### config.mk
export PLATFORM = sky130hd
export DESIGN_NAME = filter2d_dbuf_ctrl
export DESIGN_NICKNAME = d
export VERILOG_FILES = /design/src/rtl/filter2d_dbuf_ctrl.sv
export SDC_FILE = /design/constraint.sdc
export NUM_CORES = 1
export LEC_CHECK = 0
export ABC_CLOCK_PERIOD_IN_PS = 5700
export BUFFER_PORTS_ARGS = -buffer_cell sky130_fd_sc_hd__buf_2
export CAP_MARGIN = 20
export CORE_ASPECT_RATIO = 1.5
export CORE_MARGIN = 2
export CORE_UTILIZATION = 56
export DETAILED_ROUTE_END_ITERATION = 10
export PLACE_DENSITY = 0.78
export RECOVER_POWER = 100
export SLEW_MARGIN = 15
export SYNTH_ARGS = -nofsm -noshare
export SYNTH_HDL_FRONTEND = slang
export SYNTH_SLANG_ARGS = --single-unit
### constraint.sdc
create_clock -name clk -period 5.7 [get_ports clk]
set_input_delay 1.14 -clock clk [delete_from_list [all_inputs] [get_ports clk]]
set_output_delay 1.14 -clock clk [all_outputs]
set_load 0.05 [all_outputs]
### src/rtl/filter2d_dbuf_ctrl.sv
// Ping-pong bank controller for a 2D filter: loader grants, frame sequencing, kernel writes.
// Define KERNEL_SHADOW_EN to buffer kernel writes made mid-frame and flush them afterwards.
module filter2d_dbuf_ctrl #(
  parameter int WIDTH = 256
) (
  input  logic       clk,
  input  logic       reset,
  input  logic       ld_req,
  output logic       ld_gnt,
  output logic       ld_bank,
  input  logic       ld_done,
  output logic       op_start,
  output logic       op_bank,
  input  logic       pix_strb,
  output logic       frame_done,
  input  logic       cfg_wr,
  input  logic [3:0] cfg_idx,
  input  logic [7:0] cfg_data,
  output logic       h_write,
  output logic [3:0] h_idx,
  output logic [7:0] h_data,
  output logic       cfg_err,
  output logic       busy
);

  typedef enum logic [1:0] {EMPTY, FILLING, FULL, PROC} bank_t;
`ifdef KERNEL_SHADOW_EN
  typedef enum logic [1:0] {IDLE, RUN, FLUSH} op_t;
`else
  typedef enum logic [0:0] {IDLE, RUN} op_t;
`endif

  localparam logic [16:0] LAST = 17'(WIDTH * WIDTH - 1);

  bank_t       bank_q [2];
  bank_t       bank_d [2];
  op_t         op_q, op_d;
  logic [16:0] cnt_q, cnt_d;
  logic        wr_ptr_q, wr_ptr_d;
  logic        rd_ptr_q, rd_ptr_d;
  logic        ld_gnt_q, ld_gnt_d;
  logic        ld_bank_q, ld_bank_d;
  logic        op_start_q, op_start_d;
  logic        op_bank_q, op_bank_d;
  logic        frame_done_q, frame_done_d;
  logic        h_write_q, h_write_d;
  logic [3:0]  h_idx_q, h_idx_d;
  logic [7:0]  h_data_q, h_data_d;
  logic        cfg_err_q, cfg_err_d;

  logic filling;
  logic idx_ok;
  logic any_dirty;

  assign filling = (bank_q[0] == FILLING) || (bank_q[1] == FILLING);
  assign idx_ok  = cfg_idx <= 4'd8;

`ifdef KERNEL_SHADOW_EN
  logic [7:0] shd_q [9];
  logic [7:0] shd_d [9];
  logic [8:0] dirty_q, dirty_d;
  logic [3:0] flush_sel;
  logic       shd_wr;

  assign any_dirty = |dirty_q;
  assign shd_wr    = cfg_wr && idx_ok && (op_q != IDLE);

  // lowest dirty index goes out first
  always_comb begin
    flush_sel = '0;
    for (int i = 8; i >= 0; i--) begin
      if (dirty_q[i]) flush_sel = 4'(i);
    end
  end
`else
  assign any_dirty = 1'b0;
`endif

  always_comb begin
    bank_d       = bank_q;
    op_d         = op_q;
    cnt_d        = cnt_q;
    wr_ptr_d     = wr_ptr_q;
    rd_ptr_d     = rd_ptr_q;
    ld_gnt_d     = 1'b0;
    ld_bank_d    = ld_bank_q;
    op_start_d   = 1'b0;
    op_bank_d    = op_bank_q;
    frame_done_d = 1'b0;
    h_write_d    = 1'b0;
    h_idx_d      = h_idx_q;
    h_data_d     = h_data_q;
    cfg_err_d    = 1'b0;
`ifdef KERNEL_SHADOW_EN
    shd_d        = shd_q;
    dirty_d      = dirty_q;
`endif

    if (ld_req && (bank_q[wr_ptr_q] == EMPTY) && !filling) begin
      ld_gnt_d         = 1'b1;
      ld_bank_d        = wr_ptr_q;
      bank_d[wr_ptr_q] = FILLING;
    end

    // only the wr_ptr bank can ever be FILLING
    if (ld_done) begin
      if (filling) begin
        bank_d[wr_ptr_q] = FULL;
        wr_ptr_d         = ~wr_ptr_q;
      end else begin
        cfg_err_d = 1'b1;
      end
    end

    unique case (op_q)
      IDLE: begin
        if (cfg_wr) begin
          if (idx_ok) begin
            h_write_d = 1'b1;
            h_idx_d   = cfg_idx;
            h_data_d  = cfg_data;
          end else begin
            cfg_err_d = 1'b1;
          end
        end else if ((bank_q[rd_ptr_q] == FULL) && !any_dirty) begin
          op_start_d       = 1'b1;
          op_bank_d        = rd_ptr_q;
          bank_d[rd_ptr_q] = PROC;
          op_d             = RUN;
        end
      end
      RUN: begin
        if (pix_strb) begin
          if (cnt_q == LAST) begin
            cnt_d             = '0;
            frame_done_d      = 1'b1;
            bank_d[op_bank_q] = EMPTY;
            rd_ptr_d          = ~rd_ptr_q;
`ifdef KERNEL_SHADOW_EN
            op_d = (any_dirty || shd_wr) ? FLUSH : IDLE;
`else
            op_d = IDLE;
`endif
          end else begin
            cnt_d = cnt_q + 17'd1;
          end
        end
      end
`ifdef KERNEL_SHADOW_EN
      FLUSH: begin
        if (any_dirty) begin
          h_write_d          = 1'b1;
          h_idx_d            = flush_sel;
          h_data_d           = shd_q[flush_sel];
          dirty_d[flush_sel] = 1'b0;
        end
      end
`endif
      default: op_d = IDLE;
    endcase

`ifdef KERNEL_SHADOW_EN
    if (shd_wr) begin
      shd_d[cfg_idx]   = cfg_data;
      dirty_d[cfg_idx] = 1'b1;
    end
    if ((op_q != IDLE) && cfg_wr && !idx_ok) cfg_err_d = 1'b1;
    if ((op_q == FLUSH) && (dirty_d == '0)) op_d = IDLE;
`else
    if ((op_q != IDLE) && cfg_wr) cfg_err_d = 1'b1;
`endif
  end

  always_ff @(posedge clk) begin
    if (reset) begin
      bank_q[0]    <= EMPTY;
      bank_q[1]    <= EMPTY;
      op_q         <= IDLE;
      cnt_q        <= '0;
      wr_ptr_q     <= 1'b0;
      rd_ptr_q     <= 1'b0;
      ld_gnt_q     <= 1'b0;
      ld_bank_q    <= 1'b0;
      op_start_q   <= 1'b0;
      op_bank_q    <= 1'b0;
      frame_done_q <= 1'b0;
      h_write_q    <= 1'b0;
      h_idx_q      <= '0;
      h_data_q     <= '0;
      cfg_err_q    <= 1'b0;
`ifdef KERNEL_SHADOW_EN
      shd_q        <= '{default: '0};
      dirty_q      <= '0;
`endif
    end else begin
      bank_q       <= bank_d;
      op_q         <= op_d;
      cnt_q        <= cnt_d;
      wr_ptr_q     <= wr_ptr_d;
      rd_ptr_q     <= rd_ptr_d;
      ld_gnt_q     <= ld_gnt_d;
      ld_bank_q    <= ld_bank_d;
      op_start_q   <= op_start_d;
      op_bank_q    <= op_bank_d;
      frame_done_q <= frame_done_d;
      h_write_q    <= h_write_d;
      h_idx_q      <= h_idx_d;
      h_data_q     <= h_data_d;
      cfg_err_q    <= cfg_err_d;
`ifdef KERNEL_SHADOW_EN
      shd_q        <= shd_d;
      dirty_q      <= dirty_d;
`endif
    end
  end

  assign ld_gnt     = ld_gnt_q;
  assign ld_bank    = ld_bank_q;
  assign op_start   = op_start_q;
  assign op_bank    = op_bank_q;
  assign frame_done = frame_done_q;
  assign h_write    = h_write_q;
  assign h_idx      = h_idx_q;
  assign h_data     = h_data_q;
  assign cfg_err    = cfg_err_q;
  assign busy       = op_q != IDLE;

endmodule

After elaboration in Yosys (flattened, before gate mapping)
Index checks and enable logic that the tools add are counted.
{ "word_totals": {"regBits": 43} }
{ "classes": {"n_bitwise": 17, "reduce_logical": 17, "n_eq_ne": 4, "addsub": 1, "n_lt_le_gt_ge": 7, "n_mux": 35} }
{ "ops": {"columns": ["cell", "count"], "rows": [
  ["4-bit 2-to-1 mux", 7],
  ["2-bit 2-to-1 mux", 9],
  ["17-bit by 1-bit adder with 17-bit output, second input constant", 1],
  ["17-bit by 16-bit == test with 1-bit output, second input constant", 1],
  ["17-bit 2-to-1 mux", 1],
  ["1-bit 2-to-1 mux", 13],
  ["3-bit AND reduction", 3],
  ["4-bit case mux with 2 select lines", 1],
  ["2-bit demux with 1-bit select", 3],
  ["2-bit >= comparator, second input constant", 3],
  ["1-bit logical AND", 6],
  ["2-bit by 1-bit less-than comparator with 1-bit output, second input constant", 3],
  ["1-bit NOT with 2-bit output", 3],
  ["3-bit OR reduction", 2],
  ["1-bit NOT", 5],
  ["2-bit bitwise AND", 2],
  ["4-bit bitwise AND", 1],
  ["2-bit by 1-bit == test with 1-bit output, second input constant", 2],
  ["4-bit less-or-equal comparator, second input constant", 1],
  ["2-bit NOT", 2],
  ["4-bit NOT", 1],
  ["2-bit bitwise OR", 2],
  ["4-bit bitwise OR", 1],
  ["2-bit AND reduction", 2],
  ["6 further kinds", 6]
]} }

Longest topological paths before layout
{ "depth": {"word_depth": 15, "mapped_depth": 6, "ltp_nobuf": 5} }

Least setup slack after synthesis
No wires, ideal clock.
{ "synth_timing": {"path_type": "input to register", "from": "in pix_strb", "to": "reg cnt_q[14]", "t_required_ns": 5.579, "cell_stages": 5, "arrival_time_ns": 2.030, "slack_ns": 3.549, "path_buffers": 1, "cell_sequence": "and4_1 -> buf_2 -> nand3_1 -> nor2_1 -> mux2_2"} }
{ "synth_via": {"elab_chain_cells": 1} }
{ "synth_lines": {"columns": ["item", "line", "source"], "rows": [
  ["start: declaration", "14", "input logic pix_strb,"],
  ["2-bit AND reduction (no source line)", null, null],
  ["end signal: assignment", "198", "cnt_q <= cnt_d;"],
  ["end: declaration", "38", "logic [16:0] cnt_q, cnt_d;"]
]} }
No other way between the ends.
A chain may end at the register's enable or synchronous reset.

==> reports/metrics.cfg <==
[outcome]
status=complete, but fails checks
violations=max-capacitance violations, max-slew violations

[synth]
ys_seq_area_frac=0.459
ys_ff_latch=43
synth_compound_area_frac=0.0927
syn-num-nets=222
ys_types=45
synth_flop_cell=dfxtp_1
avgSynthCellArea_um2=9.25
synth_top_area_cell=dfxtp_1
netlist_instances=203
ys.warnings.count=0
synth_area_leaders=dfxtp_1 (46%), mux2i_1 (6.9%), nor2_1 (6.6%)
async_flop_share=0
synth.top_cell.area_share=0.459
synth_common_cells=dfxtp_1 (43), nor2_1 (33), mux2i_1 (13)
synthSimpleGateAreaFrac=0.271
synthMostInstantiatedCell=dfxtp_1
synth_edf_count=0
synth_top_family_by_area=simple AND/OR/NAND/NOR gates
syn-cell-area_um2=1880
synth_xor_xnor_area_share=0.0560
muxShareOfSynthArea=0.0833
synthAdderAreaFrac=0.00667

[power]
powerDensity_nw_per_um2=302
ir_drop_v=0.000210
p_leak_nw=0.904

[placed_design]
place_area_um2=2070
dpl.cell_count=272
hpwl_um=2690
gp_congestion=0.852
portBuffers=37

[sta]
worst_clock_skew_ps=9.07
hold_viol_final=0
fmax_mhz=378
relSlewSlack=-0.0454
finalCritPeriodShare=0.465
final_max_slew_viol_count=39
setup_viol=0
fin_tns_setup_ps=0
post-route-min-period_ps=2650
worst_slew_pin_slew_ps=1570
rsz0062_at_grt=false

[die]
start_util=0.588
die_x_um=51.3
die_y_um=74.9
rows=25
core_area_um2=3190
dieArea_um2=3840
io_pins=38

[cts]
cts_max_level=2
cts_resized=0
root_buffer=clkbuf_8
cts.reportedPaths.clkPinSlew_ps=80
cts_tree=built
cts.hold.buffers_added=0
clk_latency_ps=290
clock-sinks=43
cts_buffer_depth=2
numCtsBuffers=5
post_cts_buffers=0

[cells_and_area]
fillers=300
nets=258
stdcell_count=280
final_layout_size_suffix_gt1_frac=0.133
final_area_um2=2140
syn2layout_area_growth_pct=14.1
antenna_cells=0

[run]
max-cap-violations=1

[global_routing]
grt_pass1_vias=1439
grt_antenna_before_repair=0
grt_max_degree=39
track_usage=0.220
grt_pass1_wl_um=6380
overflow=0

[detailed_routing]
drt_iter0_drc=33
first_pass_iters=4
num_vias=1568
via_per_inst=5.60
wl_per_cell_um=13.7
drc=0
ant_nets=0
wirelength_um=3830

[critical_path]
worstSetupPathType=in2reg
endpoint_kind=register
crit_fanout=38
setup.worst_path.start_class=primary input
cp.arrival_ps=2800
worstPathRequired_ps=5860

[hold_path]
hold_class=reg2reg

## registers in the layout, summed over array words and instances (netlist names), 4 cells and up
name	cells
bank_q	4
cnt_q	17
h_idx	4
h_data	8
## where the power goes
part	leakage [nW]	switching, mW	total (mW)	internal, mW
clock network	0.0581	0.103	0.233	0.130
registers	0.349	0.0120	0.325	0.313
logic	0.497	0.0598	0.0883	0.0284
## final cells by class
cell class	count	area (µm²)	area share
multi-input combinational	147	941	0.439
timing repair buffer	37	159	0.0742
sequential	43	861	0.402
inverter	5	18.8	0.00876
clock buffer	5	68.8	0.0321
clock inverter	3	43.8	0.0204
tap	40	50.0	0.0234
## stage by stage
stage               power (mW)  hold WS, ps  utilization  setup slack, ps
detailed placement       0.422          424        0.649             3240
CTS                      0.656          438        0.684             3440
global route             0.675          474        0.671             2870
global placement         0.421          431        0.649             3260
finish                   0.647          436        0.671             3050
floorplan                0.399          403            -             3550
## routing by layer
layer	track usage	wire length (µm)	vias to the layer above	part of all wire
met1	0.251	1560	742	0.41
met4	0.102	87	0	0.023
li1	-	-	786	-
met5	0	0	-	0
met2	0.388	2020	33	0.53
met3	0.0516	161	7	0.042
## cell usage in the layout, fill, tap and decap left out, types with 3 or more instances in the layout
master / n
dfxtp_1: 43
nor2_1: 33
clkbuf_1: 21
buf_2: 16
mux2i_1: 13
nand2_1: 12
a21oi_1: 10
xor2_1: 8
nand4_1: 8
nand3_1: 8
nor3_1: 6
o21ai_0: 5
inv_1: 5
clkbuf_8: 5
xnor2_1: 4
and2_1: 3
nand2b_1: 3
a211oi_1: 3
## cell families (layout without fill, tap and decap cells)
group                    count (synthesis)  after routing
AND/OR/NAND/NOR                         93             93
flip-flops                              43             43
AO/OA/AOI/OAI                           26             26
multiplexers                            15             15
buffers and inverters                   13             50
XOR/XNOR                                12             12
adder cells (fa/ha/maj)                  1              1
## critical path: stages
cell,delay (ps)
clkbuf_1,1110
o21bai_1,450
nor2_1,100
## final timing paths
| kind | from | endpoint | slack (ps) | cells past startpoint |
|---|---|---|---|---|
| worst max-delay path | reset | cnt_q[9] | 3050 | 3 |
| worst min-delay path | cnt_q[16] | cnt_q[16] | 440 | 2 |
| worst max register to register | cnt_q[0] | cnt_q[9] | 3450 | 5 |
| worst min register to register | cnt_q[16] | cnt_q[16] | 440 | 2 |
(Power assumes the default switching activity.)
